$ cat config.mk
export PLATFORM = sky130hd
export DESIGN_NAME = mmio_periph
export DESIGN_NICKNAME = d
export VERILOG_FILES = /design/src/rtl/mmio_periph_pkg.sv /design/src/rtl/mmio_periph_btn_sync.sv /design/src/rtl/mmio_periph.sv
export SDC_FILE = /design/constraint.sdc
export NUM_CORES = 1
export LEC_CHECK = 0
export ABC_AREA = 1
export BUFFER_PORTS_ARGS = -buffer_cell sky130_fd_sc_hd__buf_2
export CAP_MARGIN = 0
export CORE_AREA = 5 5 167 105
export CTS_CLUSTER_SIZE = 24
export DETAILED_ROUTE_END_ITERATION = 7
export DIE_AREA = 0 0 172 110
export HOLD_SLACK_MARGIN = 0.06
export PLACE_DENSITY_LB_ADDON = 0.2
export SETUP_SLACK_MARGIN = 0.15
export SLEW_MARGIN = 20
export SYNTH_ARGS = -nofsm -noshare
export SYNTH_HDL_FRONTEND = slang
export SYNTH_HIERARCHICAL = 1
export SYNTH_SLANG_ARGS = --single-unit
export TNS_END_PERCENT = 30
$ cat constraint.sdc
create_clock -name clk -period 4.4 [get_ports clk]
set_input_delay 0.88 -clock clk [delete_from_list [all_inputs] [get_ports clk]]
set_output_delay 0.88 -clock clk [all_outputs]
set_load 0.005 [all_outputs]
$ cat src/rtl/mmio_periph_pkg.sv
// Shared definitions for the mmio_periph responder: register offsets, FSM states,
// STATUS bit layout and the byte-lane write merge used by every RW register.
package mmio_periph_pkg;

  localparam logic [7:0] OFF_LED    = 8'h00;
  localparam logic [7:0] OFF_BTN    = 8'h04;
  localparam logic [7:0] OFF_TICK   = 8'h08;
  localparam logic [7:0] OFF_CMP    = 8'h0C;
  localparam logic [7:0] OFF_STATUS = 8'h10;
  localparam logic [7:0] OFF_IRQEN  = 8'h14;

  // STATUS / IRQ_EN share one layout: timer hit in bit 0, buttons above it.
  localparam int STAT_TIMER   = 0;
  localparam int STAT_BTN_LSB = 1;

  typedef enum logic [1:0] {
    IDLE = 2'd0,
    RESP = 2'd1,
    DONE = 2'd2
  } state_t;

  function automatic logic [31:0] merge_bytes(input logic [31:0] old_val,
                                              input logic [31:0] wdata,
                                              input logic [3:0]  wstrb);
    logic [31:0] res;
    res = old_val;
    for (int i = 0; i < 4; i++) begin
      if (wstrb[i]) res[8*i +: 8] = wdata[8*i +: 8];
    end
    return res;
  endfunction

endpackage

$ cat src/rtl/mmio_periph_btn_sync.sv
// Per-bit two-flop synchronizer for asynchronous buttons, with a one-cycle
// pulse whenever the synchronized level goes from 0 to 1.
module mmio_periph_btn_sync #(
  parameter int WIDTH = 7
) (
  input  logic             clk,
  input  logic             reset,
  input  logic [WIDTH-1:0] i_btn,
  output logic [WIDTH-1:0] o_level,
  output logic [WIDTH-1:0] o_rise
);

  genvar gi;
  generate
    for (gi = 0; gi < WIDTH; gi++) begin : g_bit
      logic [1:0] r_sync;

      always_ff @(posedge clk) begin
        if (reset) begin
          r_sync <= 2'b00;
        end else begin
          r_sync <= {r_sync[0], i_btn[gi]};
        end
      end

      // Pulse is high in the cycle before the level flop rises, so the
      // STATUS bit and the visible level update on the same edge.
      assign o_level[gi] = r_sync[1];
      assign o_rise[gi]  = r_sync[0] & ~r_sync[1];
    end
  endgenerate

endmodule

$ cat src/rtl/mmio_periph.sv
// Memory-mapped responder: LED register, synchronized buttons with edge-latched
// status, free-running tick counter with compare, and a level interrupt.
module mmio_periph
  import mmio_periph_pkg::*;
#(
  parameter logic [31:0] BASE_ADDR = 32'h1000_0000,
  parameter int          LED_WIDTH = 8,
  parameter int          BTN_WIDTH = 7
) (
  input  logic                 clk,
  input  logic                 reset,
  input  logic                 mem_valid,
  output logic                 mem_ready,
  input  logic [31:0]          mem_addr,
  input  logic [31:0]          mem_wdata,
  input  logic [3:0]           mem_wstrb,
  output logic [31:0]          mem_rdata,
  output logic [LED_WIDTH-1:0] led,
  input  logic [BTN_WIDTH-1:0] btn,
  output logic                 irq
);

  localparam int SW = BTN_WIDTH + 1;

  state_t               r_state;
  logic                 r_ready;
  logic [31:0]          r_rdata;
  logic [LED_WIDTH-1:0] r_led;
  logic [31:0]          r_tick;
  logic [31:0]          r_cmp;
  logic [SW-1:0]        r_status;
  logic [SW-1:0]        r_irq_en;
  logic                 r_irq;

  logic [BTN_WIDTH-1:0] w_btn_level;
  logic [BTN_WIDTH-1:0] w_btn_rise;
  logic                 w_in_window;
  logic                 w_accept;
  logic                 w_we;
  logic [7:0]           w_off;
  logic [31:0]          w_rd_val;
  logic [31:0]          w_wr_val;
  logic [31:0]          w_wmask_data;
  logic [SW-1:0]        w_set;
  logic [SW-1:0]        w_clr;
  logic [SW-1:0]        w_status_next;
  logic                 w_unused;

  mmio_periph_btn_sync #(.WIDTH(BTN_WIDTH)) u_btn_sync (
    .clk     (clk),
    .reset   (reset),
    .i_btn   (btn),
    .o_level (w_btn_level),
    .o_rise  (w_btn_rise)
  );

  assign w_in_window = mem_valid && (mem_addr[31:8] == BASE_ADDR[31:8]);
  assign w_accept    = (r_state == IDLE) && w_in_window;
  assign w_we        = w_accept && (mem_wstrb != 4'b0000);
  assign w_off       = {mem_addr[7:2], 2'b00};

  always_comb begin
    w_rd_val = 32'd0;
    case (w_off)
      OFF_LED:    w_rd_val = 32'(r_led);
      OFF_BTN:    w_rd_val = 32'(w_btn_level);
      OFF_TICK:   w_rd_val = r_tick;
      OFF_CMP:    w_rd_val = r_cmp;
      OFF_STATUS: w_rd_val = 32'(r_status);
      OFF_IRQEN:  w_rd_val = 32'(r_irq_en);
      default:    w_rd_val = 32'd0;
    endcase
  end

  // The read value doubles as the old contents for the byte merge; bits above a
  // register's width are dropped when the merged word is stored back.
  assign w_wr_val     = merge_bytes(w_rd_val, mem_wdata, mem_wstrb);
  assign w_wmask_data = merge_bytes(32'd0, mem_wdata, mem_wstrb);

  assign w_set = {w_btn_rise, (r_tick == r_cmp)};
  assign w_clr = (w_we && (w_off == OFF_STATUS)) ? w_wmask_data[SW-1:0] : '0;
  assign w_status_next = (r_status & ~w_clr) | w_set;

  always_ff @(posedge clk) begin
    if (reset) begin
      r_led    <= '0;
      r_tick   <= 32'd0;
      r_cmp    <= 32'hFFFF_FFFF;
      r_status <= '0;
      r_irq_en <= '0;
      r_irq    <= 1'b0;
    end else begin
      r_tick   <= (w_we && (w_off == OFF_TICK)) ? w_wr_val : r_tick + 32'd1;
      r_status <= w_status_next;
      r_irq    <= |(r_status & r_irq_en);
      if (w_we && (w_off == OFF_LED))   r_led    <= w_wr_val[LED_WIDTH-1:0];
      if (w_we && (w_off == OFF_CMP))   r_cmp    <= w_wr_val;
      if (w_we && (w_off == OFF_IRQEN)) r_irq_en <= w_wr_val[SW-1:0];
    end
  end

  always_ff @(posedge clk) begin
    if (reset) begin
      r_state <= IDLE;
      r_ready <= 1'b0;
      r_rdata <= 32'd0;
    end else begin
      case (r_state)
        IDLE: begin
          r_ready <= 1'b0;
          r_rdata <= 32'd0;
          if (w_accept) begin
            r_ready <= 1'b1;
            r_rdata <= w_rd_val;
            r_state <= RESP;
          end
        end
        RESP: begin
          r_ready <= 1'b0;
          r_rdata <= 32'd0;
          r_state <= DONE;
        end
        DONE: begin
          r_ready <= 1'b0;
          r_rdata <= 32'd0;
          // Wait for the initiator to drop valid so one request yields one pulse.
          if (!mem_valid) r_state <= IDLE;
        end
        default: begin
          r_ready <= 1'b0;
          r_rdata <= 32'd0;
          r_state <= IDLE;
        end
      endcase
    end
  end

  assign mem_ready = r_ready;
  assign mem_rdata = r_rdata;
  assign led       = r_led;
  assign irq       = r_irq;

  assign w_unused = ^{mem_addr[1:0], w_wmask_data};

endmodule

After elaboration in Yosys (flattened, before gate mapping)
Cells that the tools add are included.

operators by class
  add/subtract/negate cells = 1
  equality and inequality tests = 11
  muxes and demuxes = 12
  bitwise logic cells = 20
  reduce and logical (&&, ||, !) cells = 15

operators by type and width
  kind                                                                     number
  32-bit case mux with 6 select lines                                      1
  8-bit two-way mux                                                        6
  32-bit by 1-bit adder with 32-bit output, second input constant          1
  32-bit equality test                                                     1
  32-bit two-way mux                                                       1
  24-bit by 21-bit equality test with 1-bit output, second input constant  1
  8-bit bitwise AND                                                        2
  6-bit by 2-bit equality test with 1-bit output, second input constant    2
  6-bit by 3-bit equality test with 1-bit output, second input constant    2
  1-bit NOT                                                                9
  1-bit logical AND                                                        8
  8-bit zero test                                                          1
  8-bit NOT                                                                1
  8-bit bitwise OR                                                         1
  8-bit OR reduction                                                       1
  1-bit bitwise AND                                                        7
  6-bit by 1-bit equality test with 1-bit output, second input constant    1
  2-bit case mux with 3 select lines                                       1
  2-bit two-way mux                                                        2
  2-bit inequality test, second input constant                             2
  4-bit nonzero test                                                       1
  3-bit OR reduction                                                       1
  2-bit by 1-bit equality test with 1-bit output, second input constant    1
  2-bit equality test, second input constant                               1
  4 further kinds                                                          4

word-level totals
  register bits = 138
  bits of input ports = 78
  output and inout port bits = 42
  logic and storage cells = 75

Longest topological paths before layout
Gate-level depths: netlist of run 1.

  depth after elaboration = 9
  depth in mapped cells = 11
  depth with buffers taken out = 11

Modules after synthesis
Netlist of run 1, hierarchy kept.

by module, submodules not included
  module                instances  cells an instance  area an instance (µm²)  sequential area each (µm²)
  mmio_periph           1          1163               7253.2                  2482.4
  mmio_periph_btn_sync  1          57                 475.5                   280.3

Least setup slack after synthesis of run 1
OpenSTA, ideal clock, no wires.

  path kind = input port to flip-flop
  start = in mem_wstrb[0]
  end = reg r_tick[29]
  library setup time = 0.116 ns
  arrival = 1.960 ns
  data required time = 4.284 ns
  path slack = 2.324 ns
  stages = 8
  buffers on the path = 3
  cells stage by stage = buf_2 -> clkinv_1 -> nand4_2 -> nand3_2 -> buf_6 -> buf_6 -> o21ai_0 -> nor2_1

between the ends
  cells in the longest elaborated chain, start to end = 4

ends and longest elaborated chain
  element                 line               RTL
  start: declaration      mmio_periph.sv:16  input logic [3:0] mem_wstrb,
  4-bit nonzero test      mmio_periph.sv:59  assign w_we = w_accept && (mem_wstrb != 4'b0000);
  1-bit logical AND       mmio_periph.sv:59
  1-bit logical AND       mmio_periph.sv:93  r_tick <= (w_we && (w_off == OFF_TICK)) ? w_wr_val : r_tick + 32'd1;
  32-bit two-way mux      mmio_periph.sv:93
  end signal: assignment  mmio_periph.sv:93
  end: declaration        mmio_periph.sv:29  logic [31:0] r_tick;

Every way passes these cells.
A chain may end at the register's enable or synchronous reset.

Final worst setup path of run 1
  start = in mem_wstrb[1]
  end = reg r_tick[19]

Same word-level chain as after synthesis.

==> impl_metrics.json, run 1 <==
{
  "cts_tree": "yes",
  "gp_congestion": 0.968,
  "clock_sinks": 138,
  "fin_util": 0.564,
  "n_antenna_cell": 0,
  "tightest_slew_ns": 0.892,
  "hp-class": "register to register",
  "synth_flop_cell": "dfxtp_1",
  "drcViolationCount": 0,
  "hold_violations": 0,
  "grt_max_degree": 70,
  "die_w_um": 172,
  "start_util": 0.487,
  "cp.required_ns": 4.72,
  "hpwl_mm": 17.5,
  "cp.arrival_ns": 3.20,
  "die_area_um2": 18900,
  "port_buffers": 117,
  "wl_per_cell_um": 15.7,
  "crit_chain": "buf_2, inv_1, nand4_2, nand3_2, buf_4, inv_1, a21oi_1, nor2_1",
  "fin_setup_tns_ns": 0,
  "drtPass1Iterations": 5,
  "cts_setup_buffers": 0,
  "ios": 120,
  "critPathTopFamily": "buffers and inverters",
  "overflow": 0,
  "maxSlewHeadroom": 0.403,
  "finalClockSkew_ns": 0.00828,
  "num_rows": 36,
  "postSynthCellCount": 1220,
  "worst-path-buf-inv": 4,
  "core_area_um2": 15900,
  "grt_usage": 0.255,
  "ys_types": 39,
  "rrSetupSlack_ns": 2.03,
  "drtIter0Drc": 883,
  "synth.largest_area_cell": "dfxtp_1",
  "multi_input_comb_area_um2": 3970,
  "cellPowerDensity_nw_per_um2": 338,
  "htree_levels": 4,
  "syn_avg_cell_area_um2": 6.33,
  "synthArstFlopShare": 0,
  "power_leakage_nw": 4.20,
  "nFillCells": 1601,
  "critPathKind": "input port to register",
  "synth_area_leaders": "dfxtp_1 (36%), nand2_1 (18%), nor2_1 (8.7%)",
  "synth_nets": 1299,
  "seq_area_frac_synth": 0.357,
  "min_to": "u_btn_sync/g_bit[1].r_sync[1]$_SDFF_PP0_",
  "clk_path_buf_depth": 2,
  "endpoint_kind": "register",
  "hold_start": "u_btn_sync/g_bit[1].r_sync[0]$_SDFF_PP0_",
  "nets": 1391,
  "dr_total_vias": 7993,
  "synth_enable_flop_cells": 0,
  "critPathMaxStageDelay_ns": 0.53,
  "post_cts_resized": 0,
  "grt_pass1_vias": 7027,
  "cts_buffers": 17,
  "irDropWorstVdd_mv": 0.254,
  "period_share": 0.656,
  "ys_seq_elements": 138,
  "cp-start-kind": "input port",
  "drv_slew": 0,
  "worstSkewPairLatency_ns": 0.43,
  "synth_area_um2": 7730,
  "clkTransAtPathRegs_ns": 0.06,
  "r2r_cells": 11,
  "postRouteAntennaNets": 0,
  "synth_top_area_share": 0.357,
  "cp_slowest_cell": "nand4_2",
  "synth_most_common_cell": "nand2_1",
  "r2r-end": "r_tick[5]$_SDFF_PP0_",
  "ff_latch_area_um2": 2760,
  "rsz0062_at_grt": "no",
  "outcome": "finished clean",
  "critical_path_peak_fanout": 38,
  "min_period_ns": 2.89,
  "antenna_found_initial": 0,
  "whs_path_depth": 2,
  "cts_root_buf": "clkbuf_16",
  "drt_wl_total_mm": 24.0,
  "fmax_mhz": 346,
  "synth_warnings": 6,
  "vias_per_cell": 5.21,
  "die_h_um": 110,
  "synth_commonest_cells": "nand2_1 (366), nor2_1 (180), inv_1 (163), dfxtp_1 (138), nand3_1 (76)",
  "grt_first_pass_wirelength_mm": 37.5,
  "path_common_cell": "inv_1",
  "report.final.setup_viol": 0,
  "final_layout_size_suffix_gt1_frac": 0.137,
  "area_growth_syn_to_layout_pct": 15.7,
  "postCtsHoldBufs": 0,
  "drv_cap": 0,
  "r2r-start": "r_state[1]$_SDFFE_PP0P_"
}
[cell type report]
class	count	share of cell area
Multi-Input combinational cell	858	0.444
Sequential cell	138	0.309
Inverter	172	0.0729
Clock inverter	15	0.0248
Clock buffer	17	0.0476
Timing Repair Buffer	125	0.0722
Tap cell	209	0.0292
[worst max-delay path by stage]
| stage | startpoint | endpoint | slack, ns | depth (start not counted) |
|---|---|---|---|---|
| global placement | mem_wstrb[3] | r_tick[19]$_SDFF_PP0_ | 1.20 | 8 |
| floorplan | mem_wstrb[0] | r_tick[29]$_SDFF_PP0_ | 2.32 | 8 |
| detailed placement | mem_wstrb[3] | r_tick[19]$_SDFF_PP0_ | 1.19 | 8 |
| CTS | mem_wstrb[3] | r_tick[19]$_SDFF_PP0_ | 1.61 | 8 |
| finish | mem_wstrb[1] | r_tick[19]$_SDFF_PP0_ | 1.51 | 8 |
| global route | mem_wstrb[2] | r_tick[19]$_SDFF_PP0_ | 1.40 | 8 |
[through the flow]
stage | instance area (µm²) | cells | hold WS, ns | setup WS, ns | power [W]
global placement | 8300 | 1502 | 0.419 | 1.20 | 0.00147
detailed placement | 8300 | 1502 | 0.430 | 1.19 | 0.00147
finish | 8940 | 1534 | 0.432 | 1.51 | 0.00302
floorplan | 7730 | 1220 | 0.410 | 2.32 | 0.00140
global route | 8940 | 1534 | 0.460 | 1.40 | 0.00311
CTS | 8940 | 1534 | 0.434 | 1.61 | 0.00303
[registers in the layout, summed over array words and instances, names as in the netlist]
register,flops
mem_rdata,32
r_cmp,32
r_tick,32
u_btn_sync/g_bit.r_sync,14
led,8
r_irq_en,8
r_status,8
r_state,2
irq,1
mem_ready,1
[worst min-delay path, cell delays in order, from the launching register on]
cell and delay (ns):
dfxtp_1 0.29, inv_1 0.06, nor2_1 0.04
[kinds of logic after synthesis]
family / Yosys count / share of synthesized area
mux: 2 / 0.00259
fa+ha+maj: 1 / 0.00162
flops: 138 / 0.357
compound gates: 125 / 0.0839
xor+xnor: 35 / 0.0397
buf+inv: 224 / 0.128
simple gates: 695 / 0.386
[layout by cell type (no fill, tap or decap), types with 3 or more instances in the layout]
cell type,n
dfxtp_1,138
nand4_1,44
buf_4,8
nor2_4,3
clkinv_2,7
nand3_1,76
o21ai_1,18
buf_2,117
clkbuf_16,17
o21ai_0,26
xor2_1,9
clkinv_4,3
a21oi_1,72
o22ai_1,4
bufinv_16,5
nor2_2,3
clkinv_1,5
nor3_1,7
nand3b_1,4
nor2_1,180
inv_1,163
nand3_4,5
nand2_1,366
xnor2_1,26
[layer usage]
| layer | routed length (µm) | GRT usage | vias to the layer above |
|---|---|---|---|
| met5 | 0 | 0 | - |
| li1 | - | - | 3993 |
| met4 | 222 | 0.0606 | 0 |
| met2 | 8680 | 0.324 | 439 |
| met3 | 3110 | 0.0699 | 22 |
| met1 | 12000 | 0.413 | 3539 |
[report_power, final]
group	total [W]	internal, W	switching, W
registers	0.00127	0.00126	0.0000103
logic	0.000171	0.0000557	0.000115
clock network	0.00157	0.00101	0.000568
total	0.00302	0.00232	0.000694
Power figures use the tool's default switching activity.
==> inputs of run 2 (changes only) <==
Settings changed: ABC_AREA 1 to 0, CORE_AREA 5 5 167 105 to 5 5 156 98, DIE_AREA 0 0 172 110 to 0 0 161 103.
Clock period 4.4 ns to 2.32 ns, I/O delays scaled along.
==> impl_metrics.json, run 2 <==
{
  "synth_area_um2": 6740,
  "start_util": 0.483,
  "power_leakage_nw": 3.43,
  "synth_flop_cell": "dfxtp_1",
  "worst-path-buf-inv": 2,
  "clk_path_buf_depth": 2,
  "cts_tree": "yes",
  "nFillCells": 1201,
  "mostFrequentLayoutCells": "dfxtp_1 (138), buf_2 (117), nand2_1 (74)",
  "synth_nets": 828,
  "clkTransAtPathRegs_ns": 0.06,
  "cp-start-kind": "register",
  "core_area_um2": 14000,
  "wl_per_cell_um": 17.5,
  "port_buffers": 117,
  "postRouteAntennaNets": 0,
  "cp.required_ns": 2.62,
  "hpwl_mm": 13.3,
  "mostFrequentLayoutCell": "dfxtp_1",
  "synth_commonest_cells": "dfxtp_1 (138), nand2_1 (74), nor2_1 (61), o21ai_0 (48), nand3_1 (46)",
  "rsz0062_at_grt": "no",
  "drt_wl_total_mm": 18.4,
  "min_period_ns": 2.00,
  "synth.largest_area_cell": "dfxtp_1",
  "met2_usage": 0.338,
  "fmax_mhz": 500,
  "cellPowerDensity_nw_per_um2": 714,
  "final_layout_size_suffix_gt1_frac": 0.280,
  "area_growth_syn_to_layout_pct": 22.7,
  "grt_first_pass_wirelength_mm": 30.4,
  "busiest_layer": "met2",
  "setup_slack_ns": 0.321,
  "grt_pass1_vias": 5800,
  "synth_top_area_share": 0.410,
  "crit_chain": "nor4_1, nand4_1, buf_4, nand3b_1, buf_12, o21ai_0, a21oi_1",
  "die_w_um": 161,
  "hp-class": "input port to register",
  "seq_area_frac_synth": 0.410,
  "cp.arrival_ns": 2.30,
  "postCtsHoldBufs": 0,
  "drv_slew": 0,
  "finalClockSkew_ns": 0.00881,
  "synthArstFlopShare": 0,
  "die_area_um2": 16600,
  "gp_congestion": 0.854,
  "synth_area_leaders": "dfxtp_1 (41%), mux2i_1 (5.8%), mux2_2 (5.5%)",
  "ys_seq_elements": 138,
  "report.final.setup_viol": 0,
  "dp_slack_ns": -0.119,
  "grt_use_met3": 0.0627,
  "num_rows": 34,
  "cp_slowest_cell": "nor4_1",
  "endpoint_kind": "register",
  "postSynthCellCount": 749,
  "n_antenna_cell": 0,
  "met1_usage": 0.330,
  "hold_violations": 0,
  "ys_types": 53,
  "dr_total_vias": 5868,
  "vias_per_cell": 5.58,
  "irDropWorstVdd_mv": 0.427,
  "synth_enable_flop_cells": 0,
  "htree_levels": 4,
  "synth_most_common_cell": "dfxtp_1",
  "cts_buffers": 17,
  "critPathMaxStageDelay_ns": 0.35,
  "synth_warnings": 6,
  "die_h_um": 103,
  "period_share": 0.862,
  "critical_path_peak_fanout": 29,
  "drtPass1Iterations": 5,
  "clock_sinks": 138,
  "fin_setup_tns_ns": 0,
  "tightest_slew_ns": 0.639,
  "drv_cap": 0,
  "outcome": "finished clean",
  "drcViolationCount": 0,
  "grt_max_degree": 38,
  "nets": 938,
  "critPathKind": "register to register",
  "maxSlewHeadroom": 0.569,
  "cts_root_buf": "clkbuf_16",
  "critPathTopFamily": "simple AND/OR/NAND/NOR gates",
  "grt_usage": 0.230,
  "worstSkewPairLatency_ns": 0.42,
  "ios": 120,
  "syn_avg_cell_area_um2": 9.00,
  "drtIter0Drc": 363,
  "overflow": 0,
  "antenna_found_initial": 1
}
## run 2: changes by cell type after synthesis, moves of 22 or more
| cell | change |
|---|---|
| mux2i_1 | +37 |
| nand3_1 | -30 |
| nand4_1 | -29 |
| a21oi_1 | -40 |
| inv_1 | -148 |
| mux2_2 | +33 |
| nor2_1 | -119 |
| o21ai_0 | +22 |
| nand2_1 | -292 |
## run 2: kinds of logic after synthesis
family,synth area share
fa+ha+maj,0.00185
xor+xnor,0.0766
flops,0.410
simple gates,0.210
mux,0.136
buf+inv,0.0553
compound gates,0.111
## run 2: worst paths after layout
path,from,end,slack (ns),cells past startpoint
worst min-delay path,btn[6],u_btn_sync/g_bit[6].r_sync[0]$_SDFF_PP0_,0.25,2
worst min register to register,u_btn_sync/g_bit[3].r_sync[0]$_SDFF_PP0_,u_btn_sync/g_bit[3].r_sync[1]$_SDFF_PP0_,0.45,1
worst max-delay path,r_state[1]$_SDFFE_PP0P_,r_tick[19]$_SDFF_PP0_,0.32,7
worst max register to register,r_state[1]$_SDFFE_PP0P_,r_tick[19]$_SDFF_PP0_,0.32,7
## run 2: cell type report
cell class | instances | area [µm²] | area share
well taps | 180 | 225 | 0.0272
clock buffers | 23 | 508 | 0.0614
repair buffers | 150 | 908 | 0.110
multi-input cells | 536 | 3630 | 0.438
flip-flops and latches | 138 | 2760 | 0.334
inverters | 16 | 60.1 | 0.00726
clock inverters | 9 | 181 | 0.0219
## run 2: metal layers
metal  wire [µm]  part of all wire
met5          11           0.00060
met4         271             0.015
met3        1540             0.084
met2        7740              0.42
met1        8870              0.48
## run 2: power by group
group / leakage [nW] / total [W] / switching (W) / internal (W)
clock network: 0.328 / 0.00314 / 0.00105 / 0.00209
registers: 1.12 / 0.00242 / 0.0000212 / 0.00239
logic: 1.99 / 0.000353 / 0.000192 / 0.000162
## run 2: worst reg2reg max path, delay by kind of cell (launching register included)
family | cells | cell delay [ns]
flip-flops | 1 | 0.32
AO/OA/AOI/OAI | 2 | 0.34
AND/OR/NAND/NOR | 3 | 0.79
buffers and inverters | 2 | 0.43
## run 2: per-stage QoR
step,hold WS (ns),instance area [µm²],power [W],utilization,instances
5_1_grt,0.240,8270,0.00610,0.593,1052
3_3_place_gp,0.435,7560,0.00281,0.542,1019
4_1_cts,0.237,8260,0.00594,0.592,1051
3_5_place_dp,0.438,7560,0.00282,0.542,1019
2_1_floorplan,0.426,6740,0.00267,-,749
6_report,0.247,8270,0.00591,0.593,1052
## run 2: timing repair
action	in CTS	in global routing
pin swaps	0	1
setup endpoints to repair	9	76
resized for setup	1	1
setup buffers	0	1
